[config.mk]
export PLATFORM = sky130hd
export DESIGN_NAME = mem_port_arbiter_flat
export DESIGN_NICKNAME = d
export VERILOG_FILES = /design/src/rtl/mem_arb_pkg.sv /design/src/rtl/mem_port_arbiter_if.sv /design/src/rtl/mem_port_arbiter_rr_pick2.sv /design/src/rtl/mem_port_arbiter.sv /design/src/flat_wrapper.sv
export SDC_FILE = /design/constraint.sdc
export NUM_CORES = 1
export LEC_CHECK = 0
export ABC_AREA = 1
export ABC_CLOCK_PERIOD_IN_PS = 1200
export CAP_MARGIN = 0
export CORE_ASPECT_RATIO = 0.7
export CORE_MARGIN = 5
export CORE_UTILIZATION = 30
export CTS_CLUSTER_SIZE = 20
export DETAILED_ROUTE_END_ITERATION = 16
export PLACE_DENSITY = 0.65
export SLEW_MARGIN = 20
export SYNTH_ARGS = -nofsm -noshare
export SYNTH_HDL_FRONTEND = slang
export SYNTH_SLANG_ARGS = --single-unit
[constraint.sdc]
create_clock -name clk -period 1.2 [get_ports clk]
set_input_delay 0.24 -clock clk [delete_from_list [all_inputs] [get_ports clk]]
set_output_delay 0.24 -clock clk [all_outputs]
set_load 0.005 [all_outputs]
[src/rtl/mem_arb_pkg.sv]
// Shared types for the memory port arbiter and the cache controllers.
// Lane 0 carries the most significant byte of a word.
package mem_arb_pkg;

    typedef enum logic [1:0] {
        IDLE   = 2'd0,
        ACCESS = 2'd1,
        RESP   = 2'd2
    } state_t;

    localparam logic PORT_IFETCH = 1'b0;
    localparam logic PORT_DATA   = 1'b1;

    localparam int LANES = 4;

    typedef logic [LANES-1:0][7:0] lanes_t;

    function automatic lanes_t pack_lanes(input logic [31:0] word);
        lanes_t l;
        for (int i = 0; i < LANES; i++) begin
            l[i] = word[31-8*i -: 8];
        end
        return l;
    endfunction

    function automatic logic [31:0] unpack_lanes(input lanes_t l);
        logic [31:0] w;
        for (int i = 0; i < LANES; i++) begin
            w[31-8*i -: 8] = l[i];
        end
        return w;
    endfunction

endpackage

[src/rtl/mem_port_arbiter_if.sv]
// Request/response bundle for both cache ports plus the memory-side lanes.
interface mem_port_arbiter_if
    import mem_arb_pkg::*;
#(
    parameter int ADDR_W = 32,
    parameter int DATA_W = 32
);
    logic              req0;
    logic              req1;
    logic              we0;
    logic              we1;
    logic [ADDR_W-1:0] addr0;
    logic [ADDR_W-1:0] addr1;
    logic [DATA_W-1:0] wdata0;
    logic [DATA_W-1:0] wdata1;
    logic [DATA_W-1:0] rdata0;
    logic [DATA_W-1:0] rdata1;
    logic              done0;
    logic              done1;
    logic              grant0;
    logic              grant1;
    logic              busy;
    logic [ADDR_W-1:0] mem_addr;
    logic              mem_we;
    lanes_t            mem_wdata;
    lanes_t            mem_rdata;

    modport slave (
        input  req0, req1, we0, we1, addr0, addr1,
        input  wdata0, wdata1, mem_rdata,
        output rdata0, rdata1, done0, done1,
        output grant0, grant1, busy,
        output mem_addr, mem_we, mem_wdata
    );

    modport master (
        output req0, req1, we0, we1, addr0, addr1,
        output wdata0, wdata1, mem_rdata,
        input  rdata0, rdata1, done0, done1,
        input  grant0, grant1, busy,
        input  mem_addr, mem_we, mem_wdata
    );

endinterface

[src/rtl/mem_port_arbiter_rr_pick2.sv]
// Two-way round-robin picker; on a tie the port not served last wins.
module rr_pick2
    import mem_arb_pkg::*;
(
    input  logic i_req0,
    input  logic i_req1,
    input  logic i_last_served,
    output logic o_valid,
    output logic o_winner
);

    logic w_tie;

    assign w_tie    = i_req0 & i_req1;
    assign o_valid  = i_req0 | i_req1;
    assign o_winner = w_tie  ? ~i_last_served :
                      i_req1 ? PORT_DATA : PORT_IFETCH;

endmodule

[src/rtl/mem_port_arbiter.sv]
// Shares one fixed-latency memory port between the I-cache (port 0)
// and the D-cache (port 1), one word transaction at a time.
module mem_port_arbiter
    import mem_arb_pkg::*;
#(
    parameter int ADDR_W      = 32,
    parameter int DATA_W      = 32,
    parameter int MEM_LATENCY = 4
) (
    input  logic              clk,
    input  logic              reset,
    mem_port_arbiter_if.slave bus
);

    localparam int CNT_W = (MEM_LATENCY < 2) ? 1 : $clog2(MEM_LATENCY);
    localparam logic [CNT_W-1:0] CNT_LAST = CNT_W'(MEM_LATENCY - 1);

    state_t            r_state;
    state_t            w_state_nxt;
    logic [CNT_W-1:0]  r_cnt;
    logic              r_last;
    logic              r_port;
    logic              r_we;

    logic              w_valid;
    logic              w_win;
    logic              w_grant;
    logic              w_finish;
    logic              w_we;
    logic [ADDR_W-3:0] w_addr_hi;
    logic [DATA_W-1:0] w_wdata;
    logic [DATA_W-1:0] w_rword;

    rr_pick2 u_pick (
        .i_req0        (bus.req0),
        .i_req1        (bus.req1),
        .i_last_served (r_last),
        .o_valid       (w_valid),
        .o_winner      (w_win)
    );

    assign w_we      = (w_win == PORT_DATA) ? bus.we1 : bus.we0;
    assign w_addr_hi = (w_win == PORT_DATA) ? bus.addr1[ADDR_W-1:2]
                                            : bus.addr0[ADDR_W-1:2];
    assign w_wdata   = (w_win == PORT_DATA) ? bus.wdata1 : bus.wdata0;
    assign w_rword   = unpack_lanes(bus.mem_rdata);
    assign bus.busy  = (r_state != IDLE);

    always_comb begin
        w_state_nxt = r_state;
        w_grant     = 1'b0;
        w_finish    = 1'b0;
        unique case (r_state)
            IDLE: begin
                if (w_valid) begin
                    w_grant     = 1'b1;
                    w_state_nxt = ACCESS;
                end
            end
            ACCESS: begin
                if (r_cnt == CNT_LAST) begin
                    w_finish    = 1'b1;
                    w_state_nxt = RESP;
                end
            end
            RESP:    w_state_nxt = IDLE;
            default: w_state_nxt = IDLE;
        endcase
    end

    always_ff @(posedge clk) begin
        if (reset) begin
            r_state <= IDLE;
        end else begin
            r_state <= w_state_nxt;
        end
    end

    always_ff @(posedge clk) begin
        if (reset) begin
            r_cnt         <= '0;
            r_last        <= PORT_DATA;
            r_port        <= PORT_IFETCH;
            r_we          <= 1'b0;
            bus.mem_addr  <= '0;
            bus.mem_we    <= 1'b0;
            bus.mem_wdata <= '0;
            bus.rdata0    <= '0;
            bus.rdata1    <= '0;
            bus.done0     <= 1'b0;
            bus.done1     <= 1'b0;
            bus.grant0    <= 1'b0;
            bus.grant1    <= 1'b0;
        end else begin
            if (w_grant) begin
                r_cnt         <= '0;
                r_last        <= w_win;
                r_port        <= w_win;
                r_we          <= w_we;
                bus.mem_addr  <= {w_addr_hi, 2'b00};
                bus.mem_we    <= w_we;
                bus.mem_wdata <= pack_lanes(w_wdata);
                bus.grant0    <= (w_win == PORT_IFETCH);
                bus.grant1    <= (w_win == PORT_DATA);
            end
            if (r_state == ACCESS) begin
                r_cnt      <= r_cnt + 1'b1;
                bus.mem_we <= 1'b0;
            end
            // Writes leave the requester's rdata untouched.
            if (w_finish) begin
                if (!r_we && r_port == PORT_DATA) begin
                    bus.rdata1 <= w_rword;
                end
                if (!r_we && r_port == PORT_IFETCH) begin
                    bus.rdata0 <= w_rword;
                end
                bus.done0 <= (r_port == PORT_IFETCH);
                bus.done1 <= (r_port == PORT_DATA);
            end
            if (r_state == RESP) begin
                bus.done0  <= 1'b0;
                bus.done1  <= 1'b0;
                bus.grant0 <= 1'b0;
                bus.grant1 <= 1'b0;
            end
        end
    end

endmodule

[src/flat_wrapper.sv]
// flat-port wrapper written by rule: the top's interface ports become plain ports
module mem_port_arbiter_flat import mem_arb_pkg::*;
#(
    parameter int ADDR_W      = 32,
    parameter int DATA_W      = 32,
    parameter int MEM_LATENCY = 4
)
  (clk, reset, bus_req0, bus_req1, bus_we0, bus_we1, bus_addr0, bus_addr1, bus_wdata0, bus_wdata1, bus_mem_rdata, bus_rdata0, bus_rdata1, bus_done0, bus_done1, bus_grant0, bus_grant1, bus_busy, bus_mem_addr, bus_mem_we, bus_mem_wdata);
  mem_port_arbiter_if #(.ADDR_W(ADDR_W), .DATA_W(DATA_W)) bus_i ();
  input  logic clk;
  input  logic reset;
  input wire logic [$bits(bus_i.req0)-1:0] bus_req0;
  input wire logic [$bits(bus_i.req1)-1:0] bus_req1;
  input wire logic [$bits(bus_i.we0)-1:0] bus_we0;
  input wire logic [$bits(bus_i.we1)-1:0] bus_we1;
  input wire logic [$bits(bus_i.addr0)-1:0] bus_addr0;
  input wire logic [$bits(bus_i.addr1)-1:0] bus_addr1;
  input wire logic [$bits(bus_i.wdata0)-1:0] bus_wdata0;
  input wire logic [$bits(bus_i.wdata1)-1:0] bus_wdata1;
  input wire logic [$bits(bus_i.mem_rdata)-1:0] bus_mem_rdata;
  output wire logic [$bits(bus_i.rdata0)-1:0] bus_rdata0;
  output wire logic [$bits(bus_i.rdata1)-1:0] bus_rdata1;
  output wire logic [$bits(bus_i.done0)-1:0] bus_done0;
  output wire logic [$bits(bus_i.done1)-1:0] bus_done1;
  output wire logic [$bits(bus_i.grant0)-1:0] bus_grant0;
  output wire logic [$bits(bus_i.grant1)-1:0] bus_grant1;
  output wire logic [$bits(bus_i.busy)-1:0] bus_busy;
  output wire logic [$bits(bus_i.mem_addr)-1:0] bus_mem_addr;
  output wire logic [$bits(bus_i.mem_we)-1:0] bus_mem_we;
  output wire logic [$bits(bus_i.mem_wdata)-1:0] bus_mem_wdata;
  assign bus_i.req0 = bus_req0;
  assign bus_i.req1 = bus_req1;
  assign bus_i.we0 = bus_we0;
  assign bus_i.we1 = bus_we1;
  assign bus_i.addr0 = bus_addr0;
  assign bus_i.addr1 = bus_addr1;
  assign bus_i.wdata0 = bus_wdata0;
  assign bus_i.wdata1 = bus_wdata1;
  assign bus_i.mem_rdata = bus_mem_rdata;
  assign bus_rdata0 = bus_i.rdata0;
  assign bus_rdata1 = bus_i.rdata1;
  assign bus_done0 = bus_i.done0;
  assign bus_done1 = bus_i.done1;
  assign bus_grant0 = bus_i.grant0;
  assign bus_grant1 = bus_i.grant1;
  assign bus_busy = bus_i.busy;
  assign bus_mem_addr = bus_i.mem_addr;
  assign bus_mem_we = bus_i.mem_we;
  assign bus_mem_wdata = bus_i.mem_wdata;
  mem_port_arbiter #(.ADDR_W(ADDR_W), .DATA_W(DATA_W), .MEM_LATENCY(MEM_LATENCY)) u_core (.clk(clk), .reset(reset), .bus(bus_i));
endmodule
==> flow_summary.yaml, run 1 <==
cells_and_area:
  layout-drive-gt1-share: 0.2913
  syn_to_final_growth_pct: 65.32
  layout.nets: 1353
  utilization: 0.5008
floorplan:
  core_um2: 19690
  dieArea_um2: 22850
  die_w_um: 178.5
  start_util: 0.3029
  ios: 300
  rows: 43
  die_h_um: 128.0
placement:
  port_buffers: 293
  gp_congestion: 0.7929
  place_hpwl_um: 15040
critical_path:
  critPathKind: "reg -> reg"
  crit_buf_inv: 2
  end_kind: "flip-flop"
  critPathTopFamily: "simple AND/OR/NAND/NOR gates"
  cpMaxStageDelayCell: "dfxtp_2"
  ff2ff_setup_slack_ps: -90
  cp.arrival_ps: 1630
  crit_fanout: 11
  slowest_delay_ps: 350
  worstPathRequired_ps: 1540
  path_cells: "ha_4, nand3_4, nor2_4, buf_12, clkbuf_16, o21ai_1, nor2_1"
  start_kind: "flip-flop"
power_and_ir_drop:
  clkPwrFrac: 0.434
  p_comb_frac: 0.174
  power.internal_uw: 9343
  irDropWorstVdd_uv: 804.1
  switchingPower_uw: 3410
  power_frac_seq: 0.392
  sw_frac_of_total: 0.2674
  power.density_nw_per_um2: 1293
  leakage_uw: 0.004839
  power_uw: 12750
clock_tree:
  clock_sinks: 138
  clkTransAtPathRegs_ps: 60
  numCtsBuffers: 17
  worstSkewPairLatency_ps: 410
  htree_levels: 4
  root_buffer: "clkbuf_16"
  cts_tree: "built"
  clockBufferDepth: 2
synth:
  netlist_instances: 884
  synthFlopType: "dfxtp_1"
  synthTopCellsByCount: "256 x nor2_1, 141 x nand2_1, 138 x dfxtp_1"
  synth.avg_cell_area_um2: 6.747
  syn_area_um2: 5964
  synth-edff-count: 0
  async_flop_share: 0
  synthMostInstantiatedCell: "nor2_1"
  yosys.area.top_type: "dfxtp_1"
  synth_area_leaders: "dfxtp_1 46%, nor2_1 16%, o21ai_0 9.1%"
  synth_top_area_share: 0.4632
  synth-seq-cells: 138
  ys_seq_area_frac: 0.4632
  yosys_warnings: 0
  ys_types: 25
sta:
  layout_min_cycle_time_ps: 1294
  holdWs_ps: 441.1
  layout_setup_ws_ps: -93.62
  finalHoldViolCount: 0
  max_freq_mhz: 773.0
  finClkSkew_ps: 6.891
  setup_viol: 56
  rsz0062_at_grt: "true"
  setup_tns_ps: -2356
  fin_crit_sh: 1.078
  slew_violations: 0
global_route:
  first_global_vias: 6212
  antenna_found_initial: 2
  use_met2: 0.2728
  grt_max_degree: 60
  grt_usage: 0.1788
  grt_overflow: 0
  grtUsageMet1: 0.2496
  grt_pass1_wl_um: 32830
  busiest_layer: "met2"
  grt_util_met3: 0.04275
route:
  ant_nets: 0
  drtIter0Drc: 380
  wl_per_cell_um: 14.96
  vias_per_cell: 4.448
  vias: 6534
  drt_pass1_iterations: 4
  finalWirelength_um: 21970
  drcViolationCount: 0
job:
  drv_cap: 0
worst_hold_path:
  hp-class: "in -> reg"
outcome:
  violations: "setup timing"
  status: "finished, violations left"
==> timing repair <==
item,4_1_cts,5_1_grt
setup buffers,1,8
pin swaps,1,11
resized for setup,621,87
hold buffers,0,0
setup endpoints to repair,253,171
gates cloned,1,7
==> flip-flops by register name, summed over array words and instances, names as in the netlist <==
| register | cells |
|---|---|
| u_core.bus.grant0 | 1 |
| u_core.bus.mem_wdata | 32 |
| u_core.bus.rdata0 | 32 |
| u_core.bus.grant1 | 1 |
| u_core.bus.rdata1 | 32 |
| u_core.r_state | 2 |
| u_core.bus.done0 | 1 |
| u_core.r_we | 1 |
| u_core.r_cnt | 2 |
| u_core.bus.mem_we | 1 |
| u_core.r_last | 1 |
| u_core.bus.done1 | 1 |
| u_core.r_port | 1 |
| u_core.bus.mem_addr | 30 |
==> placed cells by master (no fill, tap or decap), drive strengths merged <==
cell,Yosys,layout
ha,1,1
bufinv,0,3
diode,0,1
buf,32,168
conb,1,2
clkdlybuf4s15,0,1
a21oi,9,9
nor3,64,64
nand2,143,143
nand3,6,6
inv,72,80
dlymetal6s2s,0,2
o21a,1,1
clkinv,0,1
nor2,260,260
clkdlybuf4s50,0,159
dfxtp,138,138
clkbuf,29,30
o21ai,128,128
clkinvlp,0,2
==> tightest hold or removal path, cell delays in order <==
cell            delay, ps
dlymetal6s2s_1        170
buf_4                 160
nand3_1               150
nand3_1                90
==> layer usage <==
layer	share of wire	vias up
met4	0.018	2
li1	-	3372
met1	0.48	2954
met5	0.00059	-
met3	0.056	28
met2	0.44	178
==> through the flow <==
stage | area, µm² | setup slack (ps) | instances
floorplan | 5987 | -11.97 | 885
global placement | 9366 | -423.2 | 1421
detailed placement | 9366 | -474.8 | 1421
CTS | 9737 | -79.39 | 1454
global route | 9861 | -175.3 | 1469
finish | 9861 | -93.62 | 1469
==> final timing paths <==
| check | from | to | cells past startpoint |
|---|---|---|---|
| setup / recovery | u_core.r_cnt[1] | u_core.bus.rdata0[7] | 7 |
| hold / removal | bus_req1 | u_core.r_last | 4 |
| setup reg to reg | u_core.r_cnt[1] | u_core.bus.rdata0[7] | 7 |
| hold reg to reg | u_core.r_cnt[0] | u_core.r_cnt[0] | 1 |
==> power by group through the flow <==
stage                     registers, µW  clock network (µW)  logic, µW
final                              5000                5530       2220
after global routing               5030                5920       2470
after CTS                          5000                5670       2180
after detailed placement           5060                   0       2330
after global placement             5070                   0       2310
after floorplan                    5080                   0        897
==> logic make-up after synthesis <==
| group | after synthesis | synth area share |
|---|---|---|
| simple gates | 473 | 0.3201 |
| compound gates | 138 | 0.1175 |
| flops | 138 | 0.4632 |
| buf+inv | 133 | 0.09650 |
| fa+ha+maj | 1 | 0.002097 |
| other cells | 1 | 0.0006287 |
==> cell type report <==
class                           count  area [µm²]
Fill cell                        2023        9831
Timing Repair Buffer              343        2964
Sequential cell                   138        2885
Multi-Input combinational cell    614        2788
Clock buffer                       17       425.4
Tap cell                          270       337.8
Inverter                           72       272.8
Clock inverter                     14       185.2
Antenna cell                        1       2.502
Note: power is estimated with default switching activity, not from simulation.
==> run 2: changes to the inputs <==
- CAP_MARGIN: 0 -> 5
- PLACE_DENSITY: 0.65 -> default
- PLACE_DENSITY_LB_ADDON: default -> 0.12
==> run 2 against run 1 <==
Compared with the run above: the flow still finishes with violations (setup timing); sequential power about the same; die area stayed put; final cell count up 0.41%; flip-flop and latch count unchanged; wire length down 1.1%; global-route usage shrank 0.20 points; sequential share of layout area shrank 0.30 points; via count fell by 1.7%; core utilization is 0.67 points higher; critical path depth increased by 1; register-to-register slack is essentially flat; critical endpoint is now u_core.bus.mem_addr[4]; highest routed layer unchanged.
==> flow_summary.yaml, run 2 (synthesis results as in run 1) <==
floorplan:
  ios: 300
  die_h_um: 128.0
  dieArea_um2: 22850
  die_w_um: 178.5
  start_util: 0.3029
  core_um2: 19690
  rows: 43
critical_path:
  cpMaxStageDelayCell: "clkdlybuf4s50_1"
  end_kind: "flip-flop"
  cp.arrival_ps: 1610
  crit_fanout: 7
  slowest_delay_ps: 480
  worst_path_most_repeated_cell: "buf_12"
  worstPathRequired_ps: 1500
  critPathKind: "in -> reg"
  path_cells: "clkdlybuf4s50_1, nor2_4, nor2_8, buf_12, buf_12, clkbuf_16, o21ai_0, nor2_1"
  start_kind: "input port"
cells_and_area:
  reg_top3: "u_core.bus.mem_wdata x32, u_core.bus.rdata0 x32, u_core.bus.rdata1 x32"
  final_cell_mix: "255 x nor2_1, 161 x clkdlybuf4s50_1, 140 x nand2_1, 127 x buf_2, 102 x dfxtp_2"
  layout.cells.most_common: "nor2_1"
  layout-drive-gt1-share: 0.3104
  num-fill-cells: 2047
  antenna_cells: 0
  syn_to_final_growth_pct: 67.55
  layout.nets: 1359
clock_tree:
  clock_sinks: 138
  worstSkewPairLatency_ps: 420
  htree_levels: 4
  root_buffer: "clkbuf_16"
  clkTransAtPathRegs_ps: 60
  clockBufferDepth: 2
  cts_tree: "built"
  hold_buffers: 0
  numCtsBuffers: 17
placement:
  gp_congestion: 0.8094
  port_buffers: 293
  place_hpwl_um: 14690
power_and_ir_drop:
  irDropWorstVdd_uv: 826.5
  power.density_nw_per_um2: 1294
  leakage_uw: 0.004885
  power_uw: 12930
sta:
  slew_violations: 0
  layout_setup_ws_ps: -104.2
  rsz0062_at_grt: "true"
  fin_crit_sh: 1.087
  layout_min_cycle_time_ps: 1304
  max_freq_mhz: 766.8
  setup_viol: 122
  finClkSkew_ps: 7.247
  finalHoldViolCount: 0
  holdWs_ps: 467.2
route:
  drtIter0Drc: 232
  drt_pass1_iterations: 4
  routed.top_layer: "met5"
  m1WireLength_um: 10250
  vias: 6425
  dr_wl_met3_um: 1473
  route.met2.wl_um: 9618
  wl_per_cell_um: 14.73
  vias_per_cell: 4.356
  finalWirelength_um: 21720
  ant_nets: 0
  drcViolationCount: 0
worst_hold_path:
  hp-class: "in -> reg"
global_route:
  antenna_found_initial: 1
  grt_pass1_wl_um: 32480
  grt_overflow: 0
  first_global_vias: 6061
  grt_usage: 0.1768
  grt_max_degree: 59
outcome:
  status: "finished, violations left"
  violations: "setup timing"
job:
  drv_cap: 0
run 2: cell count changes in the layout (fill, tap and decap cells not counted), sizes merged:
cell,before,now
clkinv,1,5
dlymetal6s2s,2,0
clkdlybuf4s50,159,161
diode,1,0
clkdlybuf4s15,1,0
clkbuf,30,28
inv,80,76
buf,168,178
run 2: per-layer routing:
metal	GRT usage	up-vias
met5	0	-
met4	0.04330	2
met3	0.05808	25
met2	0.2795	181
met1	0.2348	2822
li1	-	3395
run 2: critical path: cells and delay by family:
kind / cells / cell delay, ps
AOI/OAI and AO/OA: 1 / 130
buffers and inverters: 4 / 930
and+or+nand+nor: 3 / 290
run 2: what timing repair did:
item,CTS,global route
buffers inserted,2,9
pin swaps,8,28
setup endpoints to repair,257,167
gates resized for setup,642,113
cloned,3,5
run 2: layout make-up:
class / count / area, µm² / area share
multi-input cells: 614 / 2823 / 0.2825
clock inverters: 14 / 188.9 / 0.01891
flip-flops and latches: 138 / 2894 / 0.2896
inverters: 72 / 271.5 / 0.02717
well taps: 270 / 337.8 / 0.03380
repair buffers: 349 / 3049 / 0.3051
clock buffers: 18 / 429.2 / 0.04294
run 2: where the power goes:
group,switching [µW],internal [µW]
sequential,130,4870
clock,2170,3330
combinational,1140,1280
total,3440,9490
run 2: per-stage QoR:
step / setup slack, ps / util / cells / instance area, µm² / TNS (ps)
6_report: -104.2 / 0.5075 / 1475 / 9993 / -4733
5_1_grt: -165.8 / 0.5075 / 1475 / 9993 / -14590
4_1_cts: -91.92 / 0.4996 / 1461 / 9837 / -3881
3_5_place_dp: -450.1 / 0.4756 / 1424 / 9365 / -42080
3_3_place_gp: -416.8 / 0.4756 / 1424 / 9365 / -40850
2_1_floorplan: -11.97 / - / 885 / 5987 / -239.4
run 2: path summary, 6_finish.rpt:
| path | from | slack (ps) | end | cells past startpoint |
|---|---|---|---|---|
| worst min register to register | u_core.bus.grant0 | 470 | u_core.bus.grant0 | 2 |
| worst max register to register | u_core.r_state[0] | -90 | u_core.bus.mem_addr[4] | 8 |
| worst min-delay path | bus_addr1[9] | 470 | u_core.bus.mem_addr[9] | 5 |
| worst max-delay path | bus_req0 | -100 | u_core.bus.mem_addr[4] | 8 |
==> run 3: changes to the inputs <==
- TNS_END_PERCENT: default -> 30
==> run 3 against run 2 <==
Compared with the run above: the flow still finishes with violations (setup timing); core utilization shrank 1.3 points; fmax fell by 4.7%; largest cell class is now registers; critical path type is now reg -> reg; highest routed layer unchanged; combinational power is 12% lower.
==> flow_summary.yaml, run 3 (synthesis results as in run 1) <==
outcome:
  status: "finished, violations left"
  violations: "setup timing"
placement:
  port_buffers: 293
  placed_cell_area_um2: 9365
  gp_congestion: 0.8094
  place_hpwl_um: 14690
global_route:
  grt_util_met3: 0.05808
  grtUsageMet1: 0.2299
  use_met2: 0.2672
  busiest_layer: "met2"
  grt_max_degree: 59
  grt_overflow: 0
  grt_usage: 0.1718
  grt_pass1_wl_um: 31600
  antenna_found_initial: 1
  first_global_vias: 5979
critical_path:
  end_kind: "flip-flop"
  start_kind: "flip-flop"
  cp.arrival_ps: 1670
  crit_fanout: 29
  ff2ff_setup_slack_ps: -170
  worstPathRequired_ps: 1500
  critPathKind: "reg -> reg"
route:
  finalWirelength_um: 21320
  ant_nets: 0
  drtIter0Drc: 272
  vias_per_cell: 4.349
  wl_per_cell_um: 14.55
  vias: 6371
  drcViolationCount: 0
  drt_pass1_iterations: 4
power_and_ir_drop:
  leakage_uw: 0.004779
  power_frac_seq: 0.395
  power.density_nw_per_um2: 1295
  clkPwrFrac: 0.436
  switchingPower_uw: 3330
  power.internal_uw: 9289
  irDropWorstVdd_uv: 840.5
  sw_frac_of_total: 0.2639
  p_comb_frac: 0.168
floorplan:
  die_h_um: 128.0
  start_util: 0.3029
  dieArea_um2: 22850
  ios: 300
  rows: 43
  core_um2: 19690
  die_w_um: 178.5
sta:
  finalHoldViolCount: 0
  slew_violations: 0
  setup_tns_ps: -7449
  fin_crit_sh: 1.140
  setup_viol: 87
  layout_min_cycle_time_ps: 1368
  rsz0062_at_grt: "true"
  finClkSkew_ps: 6.109
  max_freq_mhz: 730.8
  layout_setup_ws_ps: -168.3
cells_and_area:
  num-fill-cells: 2065
  reg_top3: "u_core.bus.mem_wdata x32, u_core.bus.rdata0 x32, u_core.bus.rdata1 x32"
  layout.cells.most_common: "nor2_1"
  layout-drive-gt1-share: 0.2828
  final_cell_mix: "256 x nor2_1, 161 x clkdlybuf4s50_1, 141 x nand2_1, 112 x buf_2, 99 x o21ai_0"
  antenna_cells: 0
  layout.nets: 1349
  syn_to_final_growth_pct: 63.39
  post-route-cell-area_um2: 9746
clock_tree:
  cts_tree: "built"
  clkTransAtPathRegs_ps: 60
  clock_sinks: 138
  htree_levels: 4
  root_buffer: "clkbuf_16"
  numCtsBuffers: 17
  worstSkewPairLatency_ps: 420
  clockBufferDepth: 2
worst_hold_path:
  hp-class: "reg -> reg"
job:
  drv_cap: 0
## run 3: cell count changes in the layout (fill, tap and decap cells not counted), sizes merged
cell | previous run | this run
buf | 178 | 155
clkbuf | 28 | 39
clkdlybuf4s15 | 0 | 1
dlygate4sd2 | 0 | 1
## run 3: final cells by class
type,count,area (µm²),area share
tap,270,337.8,0.03466
sequential,138,2884,0.2959
inverter,72,271.5,0.02786
clock inverter,14,188.9,0.01939
timing repair buffer,339,2859,0.2934
clock buffer,18,429.2,0.04404
multi-input combinational,614,2775,0.2848
## run 3: what timing repair did
action,4_1_cts,5_1_grt
hold buffers,0,0
setup buffers,1,3
pin swaps,0,11
cloned,0,5
endpoints found under the hold margin,0,0
endpoints found under the setup margin,257,177
resized for setup,527,122
## run 3: stage by stage
| stage | util | hold WS (ps) | total power [µW] | worst slack, ps | cells |
|---|---|---|---|---|---|
| 5_1_grt | 0.4949 | 474.7 | 13280 | -217.9 | 1465 |
| 3_3_place_gp | 0.4756 | 450.2 | 7378 | -416.8 | 1424 |
| 6_report | 0.4949 | 468.5 | 12620 | -168.3 | 1465 |
| 2_1_floorplan | - | 302.4 | 5974 | -11.97 | 885 |
| 4_1_cts | 0.4922 | 449.8 | 12810 | -120.9 | 1457 |
| 3_5_place_dp | 0.4756 | 451.9 | 7378 | -450.1 | 1424 |
## run 3: path summary, 6_finish.rpt
| kind | cells after the start | start | endpoint |
|---|---|---|---|
| worst max register to register | 6 | u_core.r_cnt[1] | u_core.bus.rdata0[21] |
| worst min register to register | 2 | u_core.bus.grant0 | u_core.bus.grant0 |
| worst min-delay path | 2 | u_core.bus.grant0 | u_core.bus.grant0 |
| worst max-delay path | 6 | u_core.r_cnt[1] | u_core.bus.rdata0[21] |
## run 3: metal layers
layer  up-vias  share of wire
met5         -        0.00061
met4         2          0.015
met3        21          0.068
met2       171           0.44
met1      2817           0.47
li1       3360              -
## run 3: power by group through the flow
| stage | Clock, µW | Sequential [µW] | Combinational, µW |
|---|---|---|---|
| 2_1_floorplan | 0 | 5080 | 897 |
| 3_3_place_gp | 0 | 5050 | 2320 |
| 3_5_place_dp | 0 | 5060 | 2320 |
| 4_1_cts | 5670 | 4980 | 2160 |
| 5_1_grt | 5900 | 5020 | 2370 |
| 6_report | 5510 | 4990 | 2130 |
## run 3: worst max-delay path, cell delays in order (launching register included)
cell	delay [ps]
dfxtp_2	350
ha_4	150
nand3_4	100
buf_4	190
clkbuf_16	220
nor3_1	170
nor2_1	70
